$ cat config.mk
export PLATFORM = sky130hd
export DESIGN_NAME = peridot_pfc_cmdbridge_flat
export DESIGN_NICKNAME = d
export VERILOG_FILES = /design/src/rtl/peridot_pfc_cmdbridge_if.sv /design/src/rtl/peridot_pfc_cmdbridge.sv /design/src/flat_wrapper.sv
export SDC_FILE = /design/constraint.sdc
export NUM_CORES = 1
export LEC_CHECK = 0
export BUFFER_PORTS_ARGS = -buffer_cell sky130_fd_sc_hd__buf_2
export CORE_ASPECT_RATIO = 2
export CORE_UTILIZATION = 30
export CTS_CLUSTER_SIZE = 28
export DETAILED_ROUTE_END_ITERATION = 12
export GPL_ROUTABILITY_DRIVEN = 0
export PLACE_DENSITY = 0.59
export SYNTH_ARGS = -nofsm -noshare
export SYNTH_HDL_FRONTEND = slang
export SYNTH_SLANG_ARGS = --single-unit
$ cat constraint.sdc
create_clock -name csi_clk -period 2.1 [get_ports csi_clk]
set_input_delay 0.105 -clock csi_clk [delete_from_list [all_inputs] [get_ports csi_clk]]
set_output_delay 0.105 -clock csi_clk [all_outputs]
set_load 0.03 [all_outputs]
$ cat src/rtl/peridot_pfc_cmdbridge_if.sv
// Bus bundle for the PFC command bridge: the Avalon-MM slave side and the pfcif initiator side.
// The "slave" modport is the bridge; the "master" modport is everything driving and observing it.
interface peridot_pfc_cmdbridge_if;
  logic [3:0]  avs_address;
  logic        avs_read;
  logic        avs_write;
  logic [31:0] avs_writedata;
  logic [31:0] avs_readdata;
  logic        avs_waitrequest;
  logic        coe_pfc_clk;
  logic        coe_pfc_reset;
  logic [36:0] coe_pfc_cmd;
  logic [31:0] coe_pfc_resp;

  modport slave (
    input  avs_address, avs_read, avs_write, avs_writedata, coe_pfc_resp,
    output avs_readdata, avs_waitrequest, coe_pfc_clk, coe_pfc_reset, coe_pfc_cmd
  );

  modport master (
    output avs_address, avs_read, avs_write, avs_writedata, coe_pfc_resp,
    input  avs_readdata, avs_waitrequest, coe_pfc_clk, coe_pfc_reset, coe_pfc_cmd
  );
endinterface

$ cat src/rtl/peridot_pfc_cmdbridge.sv
// Avalon-MM slave that launches one PFC command per access, strobes writes for a single
// cycle and samples the bank response after a programmable settle time.
module peridot_pfc_cmdbridge #(
  parameter int RESP_WAIT  = 1,
  parameter int BANK_COUNT = 4
) (
  input  logic                         csi_clk,
  input  logic                         rsi_reset,
  peridot_pfc_cmdbridge_if.slave       bus
);

  typedef enum logic [1:0] {
    S_IDLE  = 2'd0,
    S_SETUP = 2'd1,
    S_WAIT  = 2'd2,
    S_DONE  = 2'd3
  } state_e;

  localparam logic [3:0] WAIT_LOAD = 4'((RESP_WAIT > 0) ? (RESP_WAIT - 1) : 0);
  localparam logic [2:0] BANK_LIM  = 3'(BANK_COUNT);

  function automatic logic bank_ok(input logic [1:0] bank);
    return ({1'b0, bank} < BANK_LIM);
  endfunction

  state_e      state_q, state_d;
  logic [3:0]  cnt_q, cnt_d;
  logic [35:0] cmd_q, cmd_d;
  logic        strobe_q, strobe_d;
  logic        wr_op_q, wr_op_d;
  logic        wait_q, wait_d;
  logic [31:0] rdata_q, rdata_d;
  logic        pfc_rst_q;
  logic        req_wr_s;
  logic        capture_s;

  // Read wins over write when both are requested.
  assign req_wr_s = bus.avs_write & ~bus.avs_read;

  // Next-state, command latch and response capture.
  always_comb begin
    state_d   = state_q;
    cnt_d     = cnt_q;
    cmd_d     = cmd_q;
    strobe_d  = 1'b0;
    wr_op_d   = wr_op_q;
    wait_d    = 1'b1;
    rdata_d   = rdata_q;
    capture_s = 1'b0;
    case (state_q)
      S_IDLE: begin
        if (bus.avs_read || bus.avs_write) begin
          cmd_d    = {bus.avs_address, bus.avs_writedata};
          wr_op_d  = req_wr_s;
          strobe_d = req_wr_s & bank_ok(bus.avs_address[3:2]);
          state_d  = S_SETUP;
        end else begin
          state_d = S_IDLE;
        end
      end
      S_SETUP: begin
        if (RESP_WAIT == 0) begin
          capture_s = 1'b1;
        end else begin
          cnt_d   = WAIT_LOAD;
          state_d = S_WAIT;
        end
      end
      S_WAIT: begin
        if (cnt_q == 4'd0) begin
          capture_s = 1'b1;
        end else begin
          cnt_d = cnt_q - 4'd1;
        end
      end
      S_DONE: begin
        state_d = S_IDLE;
      end
      default: begin
        state_d = S_IDLE;
      end
    endcase

    // Completion: the response is sampled on the edge that enters DONE.
    if (capture_s) begin
      state_d = S_DONE;
      wait_d  = 1'b0;
      if (!wr_op_q) begin
        rdata_d = bank_ok(cmd_q[35:34]) ? bus.coe_pfc_resp : 32'h0000_0000;
      end else begin
        rdata_d = rdata_q;
      end
    end else begin
      wait_d = 1'b1;
    end
  end

  // State and output registers with synchronous reset.
  always_ff @(posedge csi_clk) begin
    if (rsi_reset) begin
      state_q  <= S_IDLE;
      cnt_q    <= 4'd0;
      cmd_q    <= 36'd0;
      strobe_q <= 1'b0;
      wr_op_q  <= 1'b0;
      wait_q   <= 1'b1;
      rdata_q  <= 32'd0;
    end else begin
      state_q  <= state_d;
      cnt_q    <= cnt_d;
      cmd_q    <= cmd_d;
      strobe_q <= strobe_d;
      wr_op_q  <= wr_op_d;
      wait_q   <= wait_d;
      rdata_q  <= rdata_d;
    end
  end

  // Bank reset trails the system reset by one cycle.
  always_ff @(posedge csi_clk) begin
    if (rsi_reset) begin
      pfc_rst_q <= 1'b1;
    end else begin
      pfc_rst_q <= 1'b0;
    end
  end

  assign bus.coe_pfc_clk     = csi_clk;
  assign bus.coe_pfc_reset   = pfc_rst_q;
  assign bus.coe_pfc_cmd     = {strobe_q, cmd_q};
  assign bus.avs_waitrequest = wait_q;
  assign bus.avs_readdata    = rdata_q;

endmodule

$ cat src/flat_wrapper.sv
// flat-port wrapper written by rule: the top's interface ports become plain ports
module peridot_pfc_cmdbridge_flat 
#(
  parameter int RESP_WAIT  = 1,
  parameter int BANK_COUNT = 4
)
  (csi_clk, rsi_reset, bus_avs_address, bus_avs_read, bus_avs_write, bus_avs_writedata, bus_coe_pfc_resp, bus_avs_readdata, bus_avs_waitrequest, bus_coe_pfc_clk, bus_coe_pfc_reset, bus_coe_pfc_cmd);
  peridot_pfc_cmdbridge_if bus_i ();
  input  logic csi_clk;
  input  logic rsi_reset;
  input wire logic [$bits(bus_i.avs_address)-1:0] bus_avs_address;
  input wire logic [$bits(bus_i.avs_read)-1:0] bus_avs_read;
  input wire logic [$bits(bus_i.avs_write)-1:0] bus_avs_write;
  input wire logic [$bits(bus_i.avs_writedata)-1:0] bus_avs_writedata;
  input wire logic [$bits(bus_i.coe_pfc_resp)-1:0] bus_coe_pfc_resp;
  output wire logic [$bits(bus_i.avs_readdata)-1:0] bus_avs_readdata;
  output wire logic [$bits(bus_i.avs_waitrequest)-1:0] bus_avs_waitrequest;
  output wire logic [$bits(bus_i.coe_pfc_clk)-1:0] bus_coe_pfc_clk;
  output wire logic [$bits(bus_i.coe_pfc_reset)-1:0] bus_coe_pfc_reset;
  output wire logic [$bits(bus_i.coe_pfc_cmd)-1:0] bus_coe_pfc_cmd;
  assign bus_i.avs_address = bus_avs_address;
  assign bus_i.avs_read = bus_avs_read;
  assign bus_i.avs_write = bus_avs_write;
  assign bus_i.avs_writedata = bus_avs_writedata;
  assign bus_i.coe_pfc_resp = bus_coe_pfc_resp;
  assign bus_avs_readdata = bus_i.avs_readdata;
  assign bus_avs_waitrequest = bus_i.avs_waitrequest;
  assign bus_coe_pfc_clk = bus_i.coe_pfc_clk;
  assign bus_coe_pfc_reset = bus_i.coe_pfc_reset;
  assign bus_coe_pfc_cmd = bus_i.coe_pfc_cmd;
  peridot_pfc_cmdbridge #(.RESP_WAIT(RESP_WAIT), .BANK_COUNT(BANK_COUNT)) u_core (.csi_clk(csi_clk), .rsi_reset(rsi_reset), .bus(bus_i));
endmodule
==> flow_summary.yaml, run 1 <==
logic_synthesis:
  syn-instance-count: 358
  ys_async_sr_fraction_pct: 0
  synthFlopType: "dfxtp_1"
  synth_warnings: 0
  synth.avg_cell_area_sq_um: 9.17
  postSynthNetCount: 431
  synth-edff-count: 0
  netlist_area_sq_um: 3280
  yosysSeqAreaShare_pct: 47.6
  synth.distinct_cells: 35
  ys_ff_latch: 78
floorplanning:
  io_pins: 144
  dieArea_sq_um: 11400
  design.core.area_sq_um: 10500
  rows: 53
  dieHeight_um: 150
  initial_utilization_pct: 31.1
  die_w_um: 76.0
sta:
  hold_viol: 0
  rsz0062_at_grt: "false"
  fmax_ghz: 0.539
  finalSetupTns_ns: 0
  worstMarginPinSlew_ns: 0.739
  min_period_over_period_pct: 88.4
  finalSetupViolCount: 0
  timing.hold.ws_ns: 0.0767
  finalCriticalPeriod_ns: 1.86
  max_slew_margin_pct: 50.7
  setup_ws_ns: 0.244
  fin_skew_ns: 0.00979
  slew_violations: 0
finish:
  synthToLayoutAreaGrowth_pct: 58.4
  drive_gt1_share_pct: 30.6
  final_common_cell: "buf_2"
  final_cell_count_no_fill: 699
  final_area_sq_um: 5200
  antenna_cells: 0
  final_cell_mix: "143 x buf_2, 78 x dfxtp_1, 71 x dlygate4sd3_1"
  final_core_util_pct: 49.3
  fin_nets: 631
hold_path:
  whs_path_depth: 3
  holdPathEnd: "u_core.bus.avs_readdata[13]"
  worstHoldStart: "rsi_reset"
  hold_path_class: "in2reg"
global_routing:
  overflow: 0
  grt_pass1_wl_mm: 14.9
  antenna_found_initial: 0
  grt_max_degree: 70
  grt_pass1_vias: 3326
  grt_util_all_layers_pct: 16.4
pwr:
  combPwrFrac_pct: 22.6
  irDropWorstVdd_uv: 487
  swShare_pct: 28.9
  p_per_area_nw_per_um2: 951
  leakage_nw: 2.26
  p_switching_mw: 1.43
  power_mw: 4.95
  clkPwrFrac_pct: 42.5
  p_int_mw: 3.52
  seq_power_share_pct: 34.9
clocking:
  cts_tree: "done"
  clk_latency_ns: 0.45
  path_clk_slew_ns: 0.05
  cts_resized: 0
  post_cts.repair.setup_buffers: 0
routing:
  first_iter_violations: 108
  vias: 3322
  wirelength_mm: 9.10
  drc_errors: 0
  routed_via_density: 4.75
  avgRoutedWirePerCell_um: 13.0
  drt_pre_antenna_iters: 4
  ant_nets: 0
placed_design:
  pre_cts_ws_ns: 0.521
  place_area_sq_um: 4080
  hpwl_mm: 5.79
  placed_cells: 610
  portBuffers: 143
worst_setup_path:
  worstSetupPathType: "reg2reg"
  path_delay_family: "buffers and inverters"
  end_kind: "flop"
  slowest_delay_ns: 0.58
  path_cells: "or2_1 -> buf_4 -> nor4b_1 -> dlygate4sd3_1"
  reg2reg_from: "u_core.state_q[1]"
  cp_max_fo: 38
  cp_slowest_cell: "dlygate4sd3_1"
  reg2reg_slack_ns: 0.24
  critPathBufInv: 2
  crit_arrival_ns: 2.24
  start_kind: "flop"
  reg2reg_depth: 4
  required_ns: 2.48
  r2r-end: "u_core.strobe_q"
flow_run:
  drv_cap: 0
status:
  status: "complete, no violations"
## cell usage after synthesis (2+ instances only)
library cell,number,area (sq um)
a21oi_1,41,205
buf_2,5,25.0
buf_4,3,22.5
buf_6,3,33.8
clkbuf_1,22,82.6
dfxtp_1,78,1560
inv_1,2,7.51
mux2i_1,32,320
nand2_1,3,11.3
nand2b_1,67,419
nand3_1,37,185
nor2_1,2,7.51
nor2b_1,3,18.8
o21ai_0,37,185
or2_1,2,12.5
or3_1,2,12.5
## cell families (layout without fill, tap and decap cells)
| logic type | count (synthesis) | count (layout) | synth area share [%] |
|---|---|---|---|
| AO/OA/AOI/OAI | 83 | 83 | 13.1 |
| XOR/XNOR | 1 | 1 | 0.267 |
| adder cells (fa/ha/maj) | 1 | 1 | 0.381 |
| buffers and inverters | 36 | 240 | 5.34 |
| flip-flops | 78 | 78 | 47.6 |
| multiplexers | 32 | 32 | 9.76 |
| AND/OR/NAND/NOR | 127 | 127 | 23.6 |
## state kept, by name, summed over array words and instances (netlist names)
signal,cells
u_core.state_q,2
u_core.strobe_q,1
u_core.bus.avs_waitrequest,1
u_core.wr_op_q,1
u_core.cmd_q,36
u_core.bus.coe_pfc_reset,1
u_core.cnt_q,4
u_core.bus.avs_readdata,32
## layer usage
| metal | wire length (um) | vias to the layer above | global-route usage (%) | share of wire, % |
|---|---|---|---|---|
| met5 | 0 | - | 0 | 0 |
| met4 | 227 | 0 | 9.62 | 2.5 |
| met3 | 532 | 20 | 4.15 | 5.8 |
| met2 | 4630 | 145 | 30.2 | 51 |
| met1 | 3710 | 1533 | 16.5 | 41 |
| li1 | - | 1624 | - | - |
## cell type report
| class | count | area [sq um] |
|---|---|---|
| Tap cell | 137 | 171 |
| Clock buffer | 15 | 323 |
| Timing Repair Buffer | 219 | 1490 |
| Fill cell | 945 | 5340 |
| Clock inverter | 4 | 95.1 |
| Multi-Input combinational cell | 244 | 1550 |
| Sequential cell | 78 | 1560 |
| Inverter | 2 | 7.51 |
## worst reg2reg max path, cell delays in order (launching register included)
cell and delay [ns]:
dfxtp_1 0.43, or2_1 0.28, buf_4 0.24, nor4b_1 0.28, dlygate4sd3_1 0.58
## power groups by stage
| stage | clock [mW] | sequential, mW | combinational (mW) |
|---|---|---|---|
| after floorplan | 0.0713 | 1.99 | 0.482 |
| after global placement | 0.0600 | 1.75 | 1.00 |
| after detailed placement | 0.0600 | 1.75 | 1.02 |
| after CTS | 2.17 | 1.72 | 1.12 |
| after global routing | 2.24 | 1.75 | 1.20 |
| final | 2.10 | 1.73 | 1.12 |
## how the worst max path moves through the flow
stage                           start                          end  slack [ns]  cells after the start
global route        u_core.state_q[1]              u_core.strobe_q        0.15                      4
detailed placement    u_core.cnt_q[0]  u_core.bus.avs_readdata[22]        0.52                      6
floorplan             u_core.cnt_q[0]  u_core.bus.avs_readdata[10]        0.60                      6
CTS                 u_core.state_q[1]              u_core.strobe_q        0.25                      4
finish              u_core.state_q[1]              u_core.strobe_q        0.24                      4
global placement      u_core.cnt_q[0]              u_core.cnt_q[1]        0.60                      5
## repair_timing
item	4_1_cts	5_1_grt
hold buffers	71	0
hold endpoints to repair	70	0
endpoints found under the setup margin	0	0
Note: power is estimated with default switching activity, not from simulation.
==> inputs of run 2 (changes only) <==
CORE_UTILIZATION = 45   (was 30)
PLACE_DENSITY = 0.81   (was 0.59)
==> run 2 against run 1 <==
Final cell count fell by 6.4%. Sequential cell count stayed put. Largest cell class unchanged. Clock skew fell by 0.0055 ns. Routed wire length up 7.1%. Critical endpoint unchanged. Final area shrank 1.9%.
==> flow_summary.yaml, run 2 (synthesis results as in run 1) <==
pwr:
  irDropWorstVdd_uv: 584
  swShare_pct: 30.6
  p_switching_mw: 1.45
  seq_power_share_pct: 36.6
  leakage_nw: 2.24
  combPwrFrac_pct: 23.9
  p_per_area_nw_per_um2: 925
  clkPwrFrac_pct: 39.5
  p_int_mw: 3.27
routing:
  drc_errors: 0
  vias: 3382
  wirelength_mm: 9.74
  routed_via_density: 5.17
  first_iter_violations: 182
  avgRoutedWirePerCell_um: 14.9
  ant_nets: 0
  drt_pre_antenna_iters: 4
worst_setup_path:
  end_kind: "flop"
  required_ns: 2.49
  reg2reg_depth: 4
  r2r-end: "u_core.strobe_q"
  cp_max_fo: 38
  start_kind: "flop"
  startpoint: "u_core.state_q[1]"
  crit_end: "u_core.strobe_q"
  crit_arrival_ns: 2.25
  worstSetupPathType: "reg2reg"
  reg2reg_from: "u_core.state_q[1]"
  reg2reg_slack_ns: 0.24
finish:
  fin_nets: 633
  num-fill-cells: 489
  largest_register_ffs: 36
  antenna_cells: 0
  largest-register: "u_core.cmd_q"
  drive_gt1_share_pct: 30.7
  synthToLayoutAreaGrowth_pct: 55.3
  final_common_cell: "buf_2"
  final_core_util_pct: 72.9
  final_cell_mix: "143 x buf_2, 78 x dfxtp_1, 72 x dlygate4sd3_1"
global_routing:
  antenna_found_initial: 0
  overflow: 0
  grt_pass1_wl_mm: 15.7
  grt_max_degree: 39
  grt_pass1_vias: 3366
  grt_util_all_layers_pct: 26.0
placed_design:
  portBuffers: 143
  hpwl_mm: 5.37
sta:
  rsz0062_at_grt: "false"
  finalCriticalPeriod_ns: 1.86
  finalSetupViolCount: 0
  slew_violations: 0
  timing.hold.ws_ns: 0.457
  finalSetupTns_ns: 0
  max_slew_margin_pct: 51.8
  fmax_ghz: 0.537
  hold_viol: 0
  fin_skew_ns: 0.00433
  min_period_over_period_pct: 88.6
  worstMarginPinSlew_ns: 0.722
floorplanning:
  io_pins: 144
  rows: 43
  die_w_um: 62.4
  design.core.area_sq_um: 6990
  initial_utilization_pct: 46.9
  dieArea_sq_um: 7660
  dieHeight_um: 123
clocking:
  path_clk_slew_ns: 0.06
  clk_latency_ns: 0.45
  post_cts.repair.setup_buffers: 0
  cts_tree: "done"
status:
  status: "complete, no violations"
flow_run:
  drv_cap: 0
hold_path:
  hold_path_class: "in2reg"
run 2: changes by cell type in the layout (fill, tap and decap cells not counted), sizes merged:
cell / change
bufinv: -2
buf: +1
clkinv: +1
clkinvlp: +1
dlygate4sd3: +1
run 2: metrics by stage:
step,total power [mW],worst slack (ns),instance area (sq um),cells
after global placement,2.78,0.607,4010,564
after global routing,4.92,0.168,5100,654
after detailed placement,2.82,0.518,4010,564
after floorplan,2.54,0.602,3280,358
after CTS,4.71,0.262,5100,654
final,4.72,0.239,5100,654
run 2: final cells by class:
cell class	instances	area (sq um)	share of cell area, %
clock inverter	4	47.5	0.932
multi-input combinational	244	1550	30.4
timing repair buffer	221	1500	29.3
sequential	78	1560	30.6
tap	90	113	2.21
clock buffer	15	323	6.33
inverter	2	7.51	0.147
run 2: power by group through the flow:
stage | clock network (mW) | logic, mW | registers [mW]
detailed placement | 0.0600 | 1.00 | 1.75
global route | 1.97 | 1.21 | 1.75
CTS | 1.88 | 1.11 | 1.72
floorplan | 0.0713 | 0.482 | 1.99
finish | 1.86 | 1.13 | 1.73
global placement | 0.0600 | 0.977 | 1.74
run 2: critical path: stages (launching register included):
cell	delay [ns]
dfxtp_1	0.43
or2_1	0.27
buf_4	0.24
nor4b_1	0.28
dlygate4sd3_1	0.58
run 2: how the worst min path moves through the flow:
stage	from	slack, ns	end	cells after the start
2_1_floorplan	rsi_reset	0.13	u_core.bus.coe_pfc_reset	0
3_3_place_gp	csi_clk	0.27	bus_coe_pfc_clk	1
3_5_place_dp	csi_clk	0.27	bus_coe_pfc_clk	1
4_1_cts	bus_avs_writedata[26]	0.44	u_core.cmd_q[26]	4
5_1_grt	bus_avs_writedata[1]	0.45	u_core.cmd_q[1]	4
6_report	bus_avs_writedata[1]	0.46	u_core.cmd_q[1]	4
run 2: timing repair:
item                                    4_1_cts  5_1_grt
hold endpoints to repair                     71        0
gates resized for setup                       0        0
endpoints found under the setup margin        0        0
hold buffers                                 72        0
run 2: per-layer routing:
| layer | vias to the layer above | GRT usage [%] | share of wire [%] |
|---|---|---|---|
| met5 | - | 0 | 0 |
| met4 | 0 | 11.3 | 1.6 |
| met3 | 17 | 9.29 | 7.4 |
| met2 | 149 | 46.3 | 52 |
| met1 | 1590 | 27.3 | 39 |
| li1 | 1626 | - | - |
==> inputs of run 3 (changes only) <==
CORE_UTILIZATION = 47   (was 45)
PLACE_DENSITY = 0.83   (was 0.81)
==> run 3 against run 2 <==
Utilization grew 3.0 points. Register-to-register slack lost 0.02 ns. Die area shrank 4.2%. Maximum frequency shrank 1.0%. Count of clock-buffer cells in the layout grew 3. Setup slack lost 0.019 ns. Largest power group unchanged. Worst hold slack lost 0.28 ns. Sequential share of layout area grew 0.20 points. Final cell count shrank 0.46%. Global-route usage grew 1.1 points. Critical path type unchanged.
==> flow_summary.yaml, run 3 (synthesis results as in run 1) <==
floorplanning:
  rows: 42
  initial_utilization_pct: 49.2
  die_w_um: 61.1
  io_pins: 144
  design.core.area_sq_um: 6670
  dieArea_sq_um: 7340
  dieHeight_um: 120
global_routing:
  overflow: 0
  antenna_found_initial: 0
  grt_pass1_vias: 3420
  grt_util_all_layers_pct: 27.1
  grt_max_degree: 70
  grt_pass1_wl_mm: 14.9
worst_setup_path:
  crit_arrival_ns: 2.27
  end_kind: "flop"
  start_kind: "flop"
  required_ns: 2.49
  worstSetupPathType: "reg2reg"
  cp_max_fo: 38
sta:
  finalSetupTns_ns: 0
  slew_violations: 0
  hold_viol: 0
  rsz0062_at_grt: "false"
  finalSetupViolCount: 0
  min_period_over_period_pct: 89.5
  finalCriticalPeriod_ns: 1.88
  max_slew_margin_pct: 52.5
  worstMarginPinSlew_ns: 0.713
  fmax_ghz: 0.532
  fin_skew_ns: 0.00742
clocking:
  cts_resized: 0
  cts_tree: "done"
  path_clk_slew_ns: 0.06
  clk_latency_ns: 0.44
routing:
  routed_via_density: 5.25
  drt_pre_antenna_iters: 4
  vias: 3420
  avgRoutedWirePerCell_um: 15.0
  wirelength_mm: 9.79
  ant_nets: 0
  drc_errors: 0
  first_iter_violations: 180
placed_design:
  placed_cells: 562
  hpwl_mm: 5.25
  portBuffers: 143
finish:
  num-fill-cells: 449
  final_cell_count_no_fill: 651
  final_common_cell: "buf_2"
  final_core_util_pct: 75.9
  largest_register_ffs: 36
  antenna_cells: 0
  fin_nets: 632
  synthToLayoutAreaGrowth_pct: 54.3
  largest-register: "u_core.cmd_q"
  drive_gt1_share_pct: 30.4
  final_cell_mix: "143 x buf_2, 78 x dfxtp_1, 71 x dlygate4sd3_1"
hold_path:
  hold_path_class: "in2reg"
pwr:
  irDropWorstVdd_uv: 635
  p_per_area_nw_per_um2: 913
  power_mw: 4.62
  leakage_nw: 2.22
flow_run:
  drv_cap: 0
status:
  status: "complete, no violations"
## run 3: cell types whose count changed in the layout (fill, tap and decap cells not counted), sizes merged
cell         change
clkinv           -1
clkinvlp         -1
dlygate4sd3      -1
clkbuf           +3
bufinv           -1
## run 3: routing by layer
| metal | global-route usage, % | up-vias | part of all wire, % |
|---|---|---|---|
| met4 | 14.5 | 0 | 3.1 |
| met5 | 0 | - | 0 |
| met3 | 7.59 | 27 | 7.7 |
| li1 | - | 1624 | - |
| met2 | 45.9 | 172 | 51 |
| met1 | 29.0 | 1597 | 38 |
## run 3: cell type report
| type | instances | area [sq um] | share of cell area [%] |
|---|---|---|---|
| sequential | 78 | 1560 | 30.8 |
| tap | 88 | 110 | 2.17 |
| timing repair buffer | 220 | 1490 | 29.3 |
| clock inverter | 1 | 5.00 | 0.0988 |
| inverter | 2 | 7.51 | 0.148 |
| multi-input combinational | 244 | 1550 | 30.6 |
| clock buffer | 18 | 344 | 6.79 |
## run 3: path summary, 6_finish.rpt
| path | startpoint | to | slack (ns) | cells after the start |
|---|---|---|---|---|
| worst min register to register | u_core.cmd_q[24] | u_core.cmd_q[24] | 0.47 | 2 |
| worst max register to register | u_core.state_q[1] | u_core.strobe_q | 0.22 | 4 |
| worst min-delay path | rsi_reset | u_core.cmd_q[29] | 0.17 | 3 |
| worst max-delay path | u_core.state_q[1] | u_core.strobe_q | 0.22 | 4 |
## run 3: repair_timing
item / 4_1_cts / 5_1_grt
setup buffers: 0 / 0
hold endpoints to repair: 70 / 0
hold buffers: 71 / 0
setup endpoints to repair: 0 / 0
## run 3: critical path, cell delays in order (launching register included)
cell           delay (ns)
dfxtp_1              0.42
or2_1                0.27
buf_4                0.24
nor4b_1              0.30
dlygate4sd3_1        0.59
## run 3: metrics by stage
step | area, sq um | hold WS [ns] | setup slack (ns)
after CTS | 5070 | 0.149 | 0.273
final | 5070 | 0.173 | 0.220
after floorplan | 3280 | 0.133 | 0.602
after global placement | 4010 | 0.272 | 0.602
after global routing | 5070 | 0.188 | 0.140
after detailed placement | 4010 | 0.272 | 0.503
## run 3: power by group
part	internal, mW	leakage [nW]	switching (mW)
clock network	1.11	0.174	0.646
registers	1.63	0.638	0.0996
logic	0.451	1.41	0.684
total	3.19	2.22	1.43
